<file path="src/rtl/cmd_stream_loader.sv">
// Loads TRS-80 /CMD record streams, or raw binaries at a fixed base, from the ioctl port into RAM.
// Each data byte becomes one RAM write. The write is held, with ioctl_wait high, until ram_ack arrives.
module cmd_stream_loader #(
  parameter int          ADDR      = 16,
  parameter logic [7:0]  CMD_INDEX = 8'd2,
  parameter logic [7:0]  RAW_INDEX = 8'd1,
  parameter logic [15:0] RAW_BASE  = 16'h5200,
  parameter bit          RAW_EXEC  = 1'b1
) (
  input  logic            clock,
  input  logic            reset,
  input  logic            ioctl_download,
  input  logic [7:0]      ioctl_index,
  input  logic            ioctl_wr,
  input  logic [7:0]      ioctl_dout,
  output logic            ioctl_wait,
  output logic            loader_download,
  output logic            loader_wr,
  output logic [ADDR-1:0] loader_addr,
  output logic [7:0]      loader_data,
  input  logic            ram_ack,
  output logic [ADDR-1:0] execute_addr,
  output logic            execute_enable,
  output logic            loader_error,
  output logic [1:0]      error_code,
  output logic [16:0]     bytes_written
);

  typedef enum logic [3:0] {
    S_IDLE, S_TYPE, S_LEN1, S_ALO, S_AHI, S_DATA, S_LEN2,
    S_XLO, S_XHI, S_DRAIN, S_SKIPLEN, S_SKIP, S_ERR, S_RAW
  } state_t;

  state_t          r_state;
  logic            r_dl_prev;
  logic            r_dl;
  logic            r_wr;
  logic [ADDR-1:0] r_addr;
  logic [7:0]      r_data;
  logic [ADDR-1:0] r_exec_addr;
  logic            r_exec_en;
  logic            r_err;
  logic [1:0]      r_code;
  logic [16:0]     r_bytes;
  logic [8:0]      r_cnt;
  logic [7:0]      r_lo;
  logic            r_xfer;

  logic            w_start;
  logic            w_acc;
  logic            w_end;
  logic [8:0]      w_len_n;
  logic [8:0]      w_skip_n;
  logic [ADDR-1:0] w_cap_addr;
  logic [ADDR-1:0] w_raw_base;

  assign w_start    = ioctl_download && !r_dl_prev;
  assign w_acc      = ioctl_wr && !r_wr;
  // A byte arriving with the falling edge is consumed first; the end is taken once nothing is pending.
  assign w_end      = (r_state != S_IDLE) && !ioctl_download && !r_wr && !ioctl_wr;
  // Load record length counts the two address bytes; 8-bit wrap gives 254/255 for len 0/1.
  assign w_len_n    = (ioctl_dout == 8'd2) ? 9'd256 : {1'b0, ioctl_dout - 8'd2};
  assign w_skip_n   = {(ioctl_dout == 8'd0), ioctl_dout};
  assign w_cap_addr = ADDR'({ioctl_dout, r_lo});
  assign w_raw_base = ADDR'(RAW_BASE);

  always_ff @(posedge clock) begin
    if (reset) begin
      r_state     <= S_IDLE;
      r_dl_prev   <= 1'b0;
      r_dl        <= 1'b0;
      r_wr        <= 1'b0;
      r_addr      <= '0;
      r_data      <= '0;
      r_exec_addr <= '0;
      r_exec_en   <= 1'b0;
      r_err       <= 1'b0;
      r_code      <= 2'd0;
      r_bytes     <= '0;
      r_cnt       <= '0;
      r_lo        <= '0;
      r_xfer      <= 1'b0;
    end else begin
      r_dl_prev <= ioctl_download;
      r_exec_en <= 1'b0;
      case (r_state)
        S_IDLE: begin
          if (w_start && (ioctl_index == RAW_INDEX || ioctl_index >= CMD_INDEX)) begin
            r_dl    <= 1'b1;
            r_err   <= 1'b0;
            r_code  <= 2'd0;
            r_bytes <= '0;
            r_xfer  <= 1'b0;
            if (ioctl_index == RAW_INDEX) begin
              r_state <= S_RAW;
              r_addr  <= w_raw_base;
            end else begin
              r_state <= S_TYPE;
            end
          end
        end
        default: begin
          if (r_wr) begin
            if (ram_ack) begin
              r_wr   <= 1'b0;
              r_addr <= r_addr + ADDR'(1);
              if (r_bytes != 17'h1FFFF)
                r_bytes <= r_bytes + 17'd1;
              if (r_state == S_DATA) begin
                r_cnt <= r_cnt - 9'd1;
                if (r_cnt == 9'd1)
                  r_state <= S_TYPE;
              end
            end
          end else if (w_end) begin
            r_state <= S_IDLE;
            r_dl    <= 1'b0;
            case (r_state)
              S_ERR: ;
              S_TYPE, S_DRAIN: begin
                if (r_xfer) begin
                  r_exec_en <= 1'b1;
                end else begin
                  r_err  <= 1'b1;
                  r_code <= 2'd3;
                end
              end
              S_RAW: begin
                if (RAW_EXEC && r_bytes != 17'd0) begin
                  r_exec_en   <= 1'b1;
                  r_exec_addr <= w_raw_base;
                end
              end
              default: begin
                r_err  <= 1'b1;
                r_code <= 2'd2;
              end
            endcase
          end else if (w_acc) begin
            case (r_state)
              S_TYPE: begin
                if (ioctl_dout == 8'h01) begin
                  r_state <= S_LEN1;
                end else if (ioctl_dout == 8'h02) begin
                  r_state <= S_LEN2;
                end else if (ioctl_dout >= 8'h03 && ioctl_dout <= 8'h1F) begin
                  r_state <= S_SKIPLEN;
                end else begin
                  r_state <= S_ERR;
                  r_err   <= 1'b1;
                  r_code  <= 2'd1;
                end
              end
              S_LEN1: begin
                r_cnt   <= w_len_n;
                r_state <= S_ALO;
              end
              S_ALO: begin
                r_lo    <= ioctl_dout;
                r_state <= S_AHI;
              end
              S_AHI: begin
                r_addr  <= w_cap_addr;
                r_state <= S_DATA;
              end
              S_DATA, S_RAW: begin
                r_wr   <= 1'b1;
                r_data <= ioctl_dout;
              end
              S_LEN2: r_state <= S_XLO;
              S_XLO: begin
                r_lo    <= ioctl_dout;
                r_state <= S_XHI;
              end
              S_XHI: begin
                r_exec_addr <= w_cap_addr;
                r_xfer      <= 1'b1;
                r_state     <= S_DRAIN;
              end
              S_SKIPLEN: begin
                r_cnt   <= w_skip_n;
                r_state <= S_SKIP;
              end
              S_SKIP: begin
                r_cnt <= r_cnt - 9'd1;
                if (r_cnt == 9'd1)
                  r_state <= S_TYPE;
              end
              default: ;
            endcase
          end
        end
      endcase
    end
  end

  assign ioctl_wait      = r_wr;
  assign loader_download = r_dl;
  assign loader_wr       = r_wr;
  assign loader_addr     = r_addr;
  assign loader_data     = r_data;
  assign execute_addr    = r_exec_addr;
  assign execute_enable  = r_exec_en;
  assign loader_error    = r_err;
  assign error_code      = r_code;
  assign bytes_written   = r_bytes;

endmodule

</file>
<file path="config.mk">
export PLATFORM = sky130hd
export DESIGN_NAME = cmd_stream_loader
export DESIGN_NICKNAME = d
export VERILOG_FILES = /design/src/rtl/cmd_stream_loader.sv
export SDC_FILE = /design/constraint.sdc
export NUM_CORES = 1
export LEC_CHECK = 0
export BUFFER_PORTS_ARGS = -buffer_cell sky130_fd_sc_hd__buf_2
export CAP_MARGIN = 15
export CORE_MARGIN = 10
export CORE_UTILIZATION = 40
export DETAILED_ROUTE_END_ITERATION = 6
export GPL_TIMING_DRIVEN = 0
export PLACE_DENSITY = 0.68
export SETUP_SLACK_MARGIN = 0.1
export SYNTH_ARGS = -nofsm -noshare
export SYNTH_HDL_FRONTEND = slang
export SYNTH_SLANG_ARGS = --single-unit
</file>
<file path="constraint.sdc">
create_clock -name clock -period 3 [get_ports clock]
set_clock_uncertainty 0.15 [all_clocks]
set_input_delay 0.6 -clock clock [delete_from_list [all_inputs] [get_ports clock]]
set_output_delay 0.6 -clock clock [all_outputs]
set_load 0.03 [all_outputs]
</file>
==> Yosys cells after proc, flatten, opt, wreduce, memory -nomap -nowiden <==
Index checks and enable logic that the tools add are counted.
{ "word_totals": {"romBits": 0, "ramBits": 0, "regBits": 86, "output_inout_bits": 64, "word_cells": 183, "latch_bits": 0, "memories": 0} }
{ "op_classes": {"mux": 77, "shifts": 0, "reduce_logical": 47, "n_eq_ne": 35, "add_sub_neg": 4, "div_mod_pow": 0, "order_cmp": 3, "bitwise": 3, "n_mul": 0} }
{ "ops": {"columns": ["operator", "n"], "rows": [
  ["$mux W16", 13],
  ["$mux W17", 5],
  ["$mux W9", 6],
  ["$mux W4", 11],
  ["$pmux W4 S9", 1],
  ["$pmux W9 S3", 1],
  ["$mux W1", 26],
  ["$eq A4 B4 Y1 const B", 6],
  ["$mux W2", 10],
  ["$reduce_and A5 Y1", 4],
  ["$ne A3 B2 Y1 const B", 6],
  ["$reduce_and A6 Y1", 3],
  ["$reduce_bool A2 Y1", 9],
  ["$add A17 B1 Y17 const B", 1],
  ["$ne A17 B17 Y1 const B", 1],
  ["$reduce_bool A17 Y1", 1],
  ["$add A16 B1 Y16 const B", 1],
  ["$eq A4 B3 Y1 const B", 4],
  ["$eq A8 B1 Y1 const B", 2],
  ["$ge A8 B2 Y1 const B", 2],
  ["$reduce_bool A12 Y1", 1],
  ["$reduce_bool A3 Y1", 4],
  ["$reduce_bool A4 Y1", 3],
  ["$ne A2 B1 Y1 const B", 5],
  ["24 further kinds", 43]
]} }

==> Longest topological paths before layout <==
Gate-level depths: netlist of run 1.
{ "depth": {"word_depth": 10, "ltp_mapped": 10, "ltp_nobuf": 8} }

==> Worst setup path after synthesis of run 1 <==
OpenSTA, ideal clock, no wires.
{ "synth_path": {"path_kind": "register -> register", "from": "reg r_bytes[3], in the netlist bytes_written[3]", "to": "reg r_bytes[7], in the netlist bytes_written[7]", "slack_ns": 0.436, "setup_time_ns": 0.128, "arrival_ns": 2.287, "n_path_buf": 2, "stages_incl_launch_ff": 11, "cell_sequence": "dfxtp_1 and4_1 clkbuf_1 nand3_1 nor3_1 ha_1 nand3b_1 buf_2 a211oi_1 xnor2_1 nor2_1"} }
{ "synth_via": {"elab_chain_cells": 5, "elab_cells_between_ends": 8, "classes_between": "add/sub (1); eq/ne (1); mux (4); reduce/logical (2)"} }
{ "synth_rtl": {"columns": ["item", "line", "text"], "rows": [
  ["start, declared", "44", "logic [16:0] r_bytes;"],
  ["start signal, assigned", "108", "r_bytes <= r_bytes + 17'd1;"],
  ["$add A17 B1 Y17", "108", null],
  ["$mux W17", "107", "if (r_bytes != 17'h1FFFF)"],
  ["$mux W17", "104", "if (ram_ack) begin"],
  ["$mux W17", "103", "if (r_wr) begin"],
  ["$mux W17", "86", "case (r_state)"]
]} }
Parallel ways exist; a longest one is shown, timed or not. The select of a mux whose other input is x is not followed.
A chain may end at the register's enable or synchronous reset.

==> Worst setup path in the final report of run 1 <==
{ "layout_path": {"from": "reg r_bytes[4], in the netlist bytes_written[4]", "to": "reg r_bytes[8], in the netlist bytes_written[8]"} }
The elaborated chain is that of the path after synthesis.

==> results of run 1 <==
[per-layer routing]
metal	track usage	up-vias	wire length, µm
met5	0	-	0
met3	0.0419	22	1400
met4	0.0674	0	265
li1	-	2391	-
met2	0.304	239	7510
met1	0.260	2408	7470
[per-stage QoR]
step,hold WS [ps],total power [W]
floorplan,300,0.00243
global placement,302,0.00280
detailed placement,309,0.00282
CTS,327,0.00392
global route,344,0.00413
finish,324,0.00394
[power breakdown]
group,total [W],leakage [nW],switching [W],internal [W]
registers,0.00134,0.695,0.000104,0.00124
clock network,0.00112,0.135,0.000538,0.000580
logic,0.00149,1.33,0.000960,0.000527
total,0.00394,2.16,0.00160,0.00234
[Yosys cell counts, types with 5 or more instances]
cell       n  area, µm²
a211oi_1   5       37.5
a211oi_2   7       87.6
nor2_1    62        233
nor4_1    16        100
mux2i_1    9       90.1
inv_1     15       56.3
o21ai_0   31        155
nor3_1    14       70.1
and3_1     6       37.5
o211ai_1   8       60.1
a21oi_1   36        180
ha_1       7       87.6
dfxtp_1   86       1720
o31ai_1    5       37.5
clkbuf_1  22       82.6
nand2_1   51        191
buf_2     11       55.1
a31oi_1    7       43.8
a22o_1    20        175
nor3b_1    5       37.5
nor2b_1   10       62.6
xnor2_1   14        123
nand4_1   11       68.8
nand3_1   27        135
[state kept, by name, summed over array words and instances (netlist names)]
register,cells
ioctl_wait,1
r_lo,8
loader_data,8
r_dl_prev,1
loader_download,1
error_code,2
loader_addr,16
r_state,4
r_xfer,1
bytes_written,17
r_cnt,9
execute_enable,1
execute_addr,16
loader_error,1
[final cells by class]
class / count / area (µm²)
Fill cell: 1177 / 6210
Clock inverter: 7 / 61.3
Sequential cell: 86 / 1720
Multi-Input combinational cell: 442 / 2890
Timing Repair Buffer: 79 / 395
Buffer: 42 / 216
Inverter: 15 / 56.3
Tap cell: 147 / 184
Clock buffer: 9 / 225
[logic make-up (layout without fill, tap and decap cells)]
kind of cell / after synthesis / count (layout) / synth area share
AND/OR/NAND/NOR: 229 / 229 / 0.239
AO/OA/AOI/OAI: 178 / 178 / 0.281
flip-flops: 86 / 86 / 0.353
buffers and inverters: 57 / 152 / 0.0551
XOR/XNOR: 17 / 17 / 0.0305
multiplexers: 11 / 11 / 0.0231
adder cells (fa/ha/maj): 7 / 7 / 0.0179
[path summary, 6_finish.rpt]
check	startpoint	end	slack, ps	depth (start not counted)
setup reg to reg	bytes_written[4]	bytes_written[8]	340	10
hold / removal	execute_addr[7]	execute_addr[7]	320	1
hold reg to reg	execute_addr[7]	execute_addr[7]	320	1
setup / recovery	bytes_written[4]	bytes_written[8]	340	10
[what timing repair did]
| item | 4_1_cts | 5_1_grt |
|---|---|---|
| hold buffers | 0 | 0 |
| setup buffers | 0 | 0 |
| setup endpoints to repair | 0 | 10 |
| gates resized for setup | 0 | 4 |
==> run summary, run 1 <==
VDD sags by at most 0.000287 V. The most common library cell in the layout ignoring fill and taps is buf_2. After routing the design area is between 5000 and 6000 µm². After detailed routing, the number of vias per cell comes to roughly 6.

The worst endpoint required time came out at 3070 ps. The die width is 130 µm. STA classifies the critical path startpoint as a flip-flop. The number of buffers inserted during clock tree synthesis came out at 9. The total negative setup slack is 0 ps. The leakage power is ~2.2 nW. For this run, asynchronously set or reset flops after synthesis account for 0. The cell sitting at the root of the clock tree is a clkbuf_16. The shortest period the worst path allows is roughly 2700 ps. The final max-slew violation count came to 0.

For the worst setup path, the data arrival time is around 2700 ps. Entering global routing, the biggest net connects 18 pins. Together, buffers and inverters on the worst path number 2. The worst-case headroom to the max-slew limit is 0.411. On the critical path the largest part of the delay comes from simple AND/OR/NAND/NOR gates. For the pin with the worst max-slew slack, the measured transition is between 800 and 900 ps.

The via count of the first global-routing pass came to 4839. The full die area is between 15000 and 20000 µm². Synthesis inferred 86 register bits. The average footprint of a synthesized cell came out at around 8.3 µm². The number of non-filler instances in the completed layout is between 800 and 900. The synthesis-to-finish area growth is 17.8%. The clock sink count is 86. The total number of yosys warnings came out at 0.

Setup repair after global routing left no endpoint under its margin. The cell count after placement is 811. The clock latency of the later-clocked register in the worst-skew pair came out at around 350 ps. The share of cells above drive strength 1 is 0.216. The number of antenna violations at the first check in global routing is 0. The power density relative to cell area came out at 686 nW/µm². In this run the worst hold path is classified as reg2reg.

For this run, design rule violations remaining after detail routing come to 0. TritonCTS built the clock tree. After global routing the overflow that remains totals 0. The number of port buffers came out at 79.

The post-placement worst setup slack is approximately 220 ps. The critical path class is reg2reg. The die is roughly 130 µm tall. For this configuration, the core starts out at a cell density of 0.408. The final hold violation count came out at 0.

The reported max-cap violation count is 0. The antenna cell count is 0. The top fanout value on the critical path is 10. The slowest cell on the critical path is dfxtp_1. The number of nets produced by synthesis came out at about 600.

The standard-cell row count came out at 40. Based on the critical path, the design can be clocked at up to roughly 380 MHz. Of the synthesized area, sequential elements account for 0.353.

The largest single stage delay on the critical path is approximately 460 ps. The first-iteration detailed-routing DRC count came out at 518. The synthesized cell area came out at a little under 5000 µm². The number of vias after detailed routing is between 5k and 6k. The worst-case setup margin in the final layout is 336 ps.

The clock transition at the registers of the reported paths is ~70 ps. Leaving out fill and tap cells, the most frequent cells in the layout are 89 x buf_2, 85 x dfxtp_1, 62 x nor2_1, 51 x nand2_1, 36 x a21oi_1. The number of different library cells used by synthesis comes to slightly below 80. The H-tree was split into 3 levels. The run finished with clean final reports. The final net count came out at about 700. The total wire length after detailed routing is 16700 µm. The final routed wire length divided by cell count is about 20 µm.

Routability-driven placement finished with a final weighted congestion of ~0.95. The first-pass GRT wire length is roughly 26000 µm. The total I/O pin count came out at 85. The critical path goes through and4_1 > clkbuf_2 > nand3_1 > nor3_1 > ha_1 > nand3b_1 > clkbuf_4 > a211oi_1 > xnor2_1 > nor2_1.

The placed wire-length estimate came out at ~12000 µm. In this run, synthesis inferred 0 flip-flops with an integrated enable. For this run, the leading register cell type out of synthesis is dfxtp_1. The final setup violation count came out at 0. Once detail routing completed, the nets flagged for antenna violations numbered 0. The critical path capture point type is a flip-flop. The cell count after synthesis came out at 585. The utilization after layout is 0.481. The total routing resource utilization after global routing is 0.195. The clock passes through at most 2 buffers. The period utilization came out at 0.888. The core box area is roughly 12000 µm². The cell area after placement is between 5000 and 6000 µm². The number of detailed-route iterations in the first pass is 5.
Power figures use the tool's default switching activity.
==> run 2, diff against run 1 <==
Settings changed: CORE_UTILIZATION 40 to 50, PLACE_DENSITY 0.68 to 0.8.
==> run 2 against run 1 <==
First-iteration DRC count rose by 8.5%; critical path depth did not move; combinational power barely moved; sequential share of layout area rose by 0.39 points; power fell by 3.7%; wire length fell by 3.9%; non-clock buffer count did not move; final cell count fell by 1.7%; clock power fell by 14%; clock-buffer cell count did not move; critical endpoint is now bytes_written[7]; largest cell class unchanged; highest routed layer unchanged.
==> run summary, run 2 (same netlist as run 1, synthesis figures left out) <==
The combined area of the multi-input logic cells is between 2000 and 3000 µm². The full die area is ~14000 µm². The number of buffers inserted during clock tree synthesis is 9. The number of antenna violations at the first check in global routing is 0. The number of vias per cell after detailed routing is 6.28. The first-iteration detailed-routing DRC count is between 500 and 600. The path class of the tightest hold or removal check is reg2reg. The maximum level of the CTS H-tree came out at 3. The via count of the first global-routing pass came out at roughly 5.0k. The critical path class is reg2reg. Measured along the y axis, the die boundary spans 119 µm. The arrival time reported for the critical path endpoint came out at roughly 2700 ps. Setup repair after global routing left no endpoint under its margin. In the layout the commonest cells are 90 x buf_2, 86 x dfxtp_1, 62 x nor2_1, 51 x nand2_1, 36 x a21oi_1. The final net count came out at between 700 and 800.

Detailed placement ended at an HPWL of about 12000 µm. In this run the tightest slew margin relative to its limit is 0.405. The clock sink count came out at 86. The share of cells above drive strength 1 came out at 0.215. After detailed routing, the average wire length per cell comes to a little under 20 µm.

The final RePlAce weighted congestion came out at roughly 1.0. Across the VDD grid, the largest voltage drop is roughly 0.00052 V. The core box area is 9640 µm². The final global-route overflow total came out at 0. The clock latency of the later-clocked register in the worst-skew pair came out at ~380 ps. The period utilization is 0.877.

The top fanout value on the critical path came out at 10. TritonCTS built the clock tree. The filler cells instantiated in the layout total 922.

The clock period could shrink to 2630 ps. Entering global routing, the biggest net connects 17 pins. The maximum clock path buffer count is 2. The first-pass GRT wire length is between 20000 and 30000 µm. The flow ran to the end, and the final reports show no timing, DRC or antenna violations.

The number of buffers inserted by post-CTS setup repair is 0. The antenna cell count came out at 0. The total wire length after detailed routing is roughly 16000 µm. At the worst endpoint, the required time is approximately 3100 ps. The power density relative to cell area is roughly 670 nW/µm². The critical path capture point type is a flip-flop. The total routing resource utilization after global routing came out at 0.220.

The final max-slew violation count is 0. The sequential cell area came out at between 1500 and 2000 µm². Leaving out fill and tap cells, the most frequent cell in the layout is buf_2. Port buffering added 79 buffers. For this run, the detailed router's first-pass iteration total came to 6. The slew at the pin closest to its max-slew limit came out at about 900 ps. The remaining number of nets flagged by the antenna check after routing is 0. The clock transition at the registers of the reported paths is about 100 ps.

The final hold violation count was 0. The leakage power is approximately 2.1 nW. The tree is rooted in a clkbuf_8. The register with the most flip-flops in the layout has 17 of them. On the final layout, the worst hold slack is 329 ps. For this configuration, the core starts out at a cell density of 0.506. The die width is 119 µm. The remaining design rule violation count is 0. The highest clock rate came out at between 300 and 400 MHz. The routed layout has around 5.1k vias. The worst setup path is launched from a flip-flop.

The final setup violation count is 0. The synthesis-to-finish area growth is 16.2%. For this design the top-level I/O count stands at 85. The tool flagged a number of max-cap violations equal to 0. The standard-cell row count is 36. After routing, the total negative slack on setup checks comes to 0 ps.
run 2: through the flow:
stage | setup WS, ps | cells | utilization | area [µm²] | power [W]
5_1_grt | 120 | 813 | 0.589 | 5670 | 0.00394
2_1_floorplan | 436 | 585 | - | 4880 | 0.00243
4_1_cts | 277 | 813 | 0.588 | 5670 | 0.00376
3_5_place_dp | 298 | 797 | 0.565 | 5440 | 0.00281
3_3_place_gp | 332 | 797 | 0.565 | 5440 | 0.00279
6_report | 369 | 813 | 0.589 | 5670 | 0.00380
run 2: final timing paths:
path,depth (start not counted),start,slack [ps],end
max,10,bytes_written[3],370,bytes_written[7]
min,1,execute_addr[5],330,execute_addr[5]
max reg2reg,10,bytes_written[3],370,bytes_written[7]
min reg2reg,1,execute_addr[5],330,execute_addr[5]
run 2: routing by layer:
layer,global-route usage,routed length [µm],up-vias
li1,-,-,2383
met1,0.268,6500,2404
met2,0.366,7750,277
met3,0.0509,1410,40
met4,0.0870,345,0
met5,0,0,-
run 2: what timing repair did:
action | 4_1_cts | 5_1_grt
endpoints found under the setup margin | 0 | 10
hold buffers | 0 | 0
gates resized for setup | 0 | 2
run 2: layout make-up:
type | instances | share of cell area
tap | 133 | 0.0293
multi-input combinational | 442 | 0.509
timing repair buffer | 79 | 0.0697
inverter | 15 | 0.00993
clock buffer | 9 | 0.0218
clock inverter | 7 | 0.0185
sequential | 86 | 0.303
buffer | 42 | 0.0377
run 2: worst max-delay path: stages, from the launching register on:
cell	delay [ps]
dfxtp_1	460
and4_1	220
clkbuf_2	170
nand3_1	160
nor3_1	270
ha_1	200
nand3b_1	220
buf_2	300
a211oi_1	140
xnor2_1	170
nor2_1	50
run 2: report_power, final:
| group | total (W) | internal [W] | switching (W) |
|---|---|---|---|
| clock | 0.000964 | 0.000482 | 0.000482 |
| combinational | 0.00150 | 0.000527 | 0.000968 |
| sequential | 0.00134 | 0.00124 | 0.000105 |
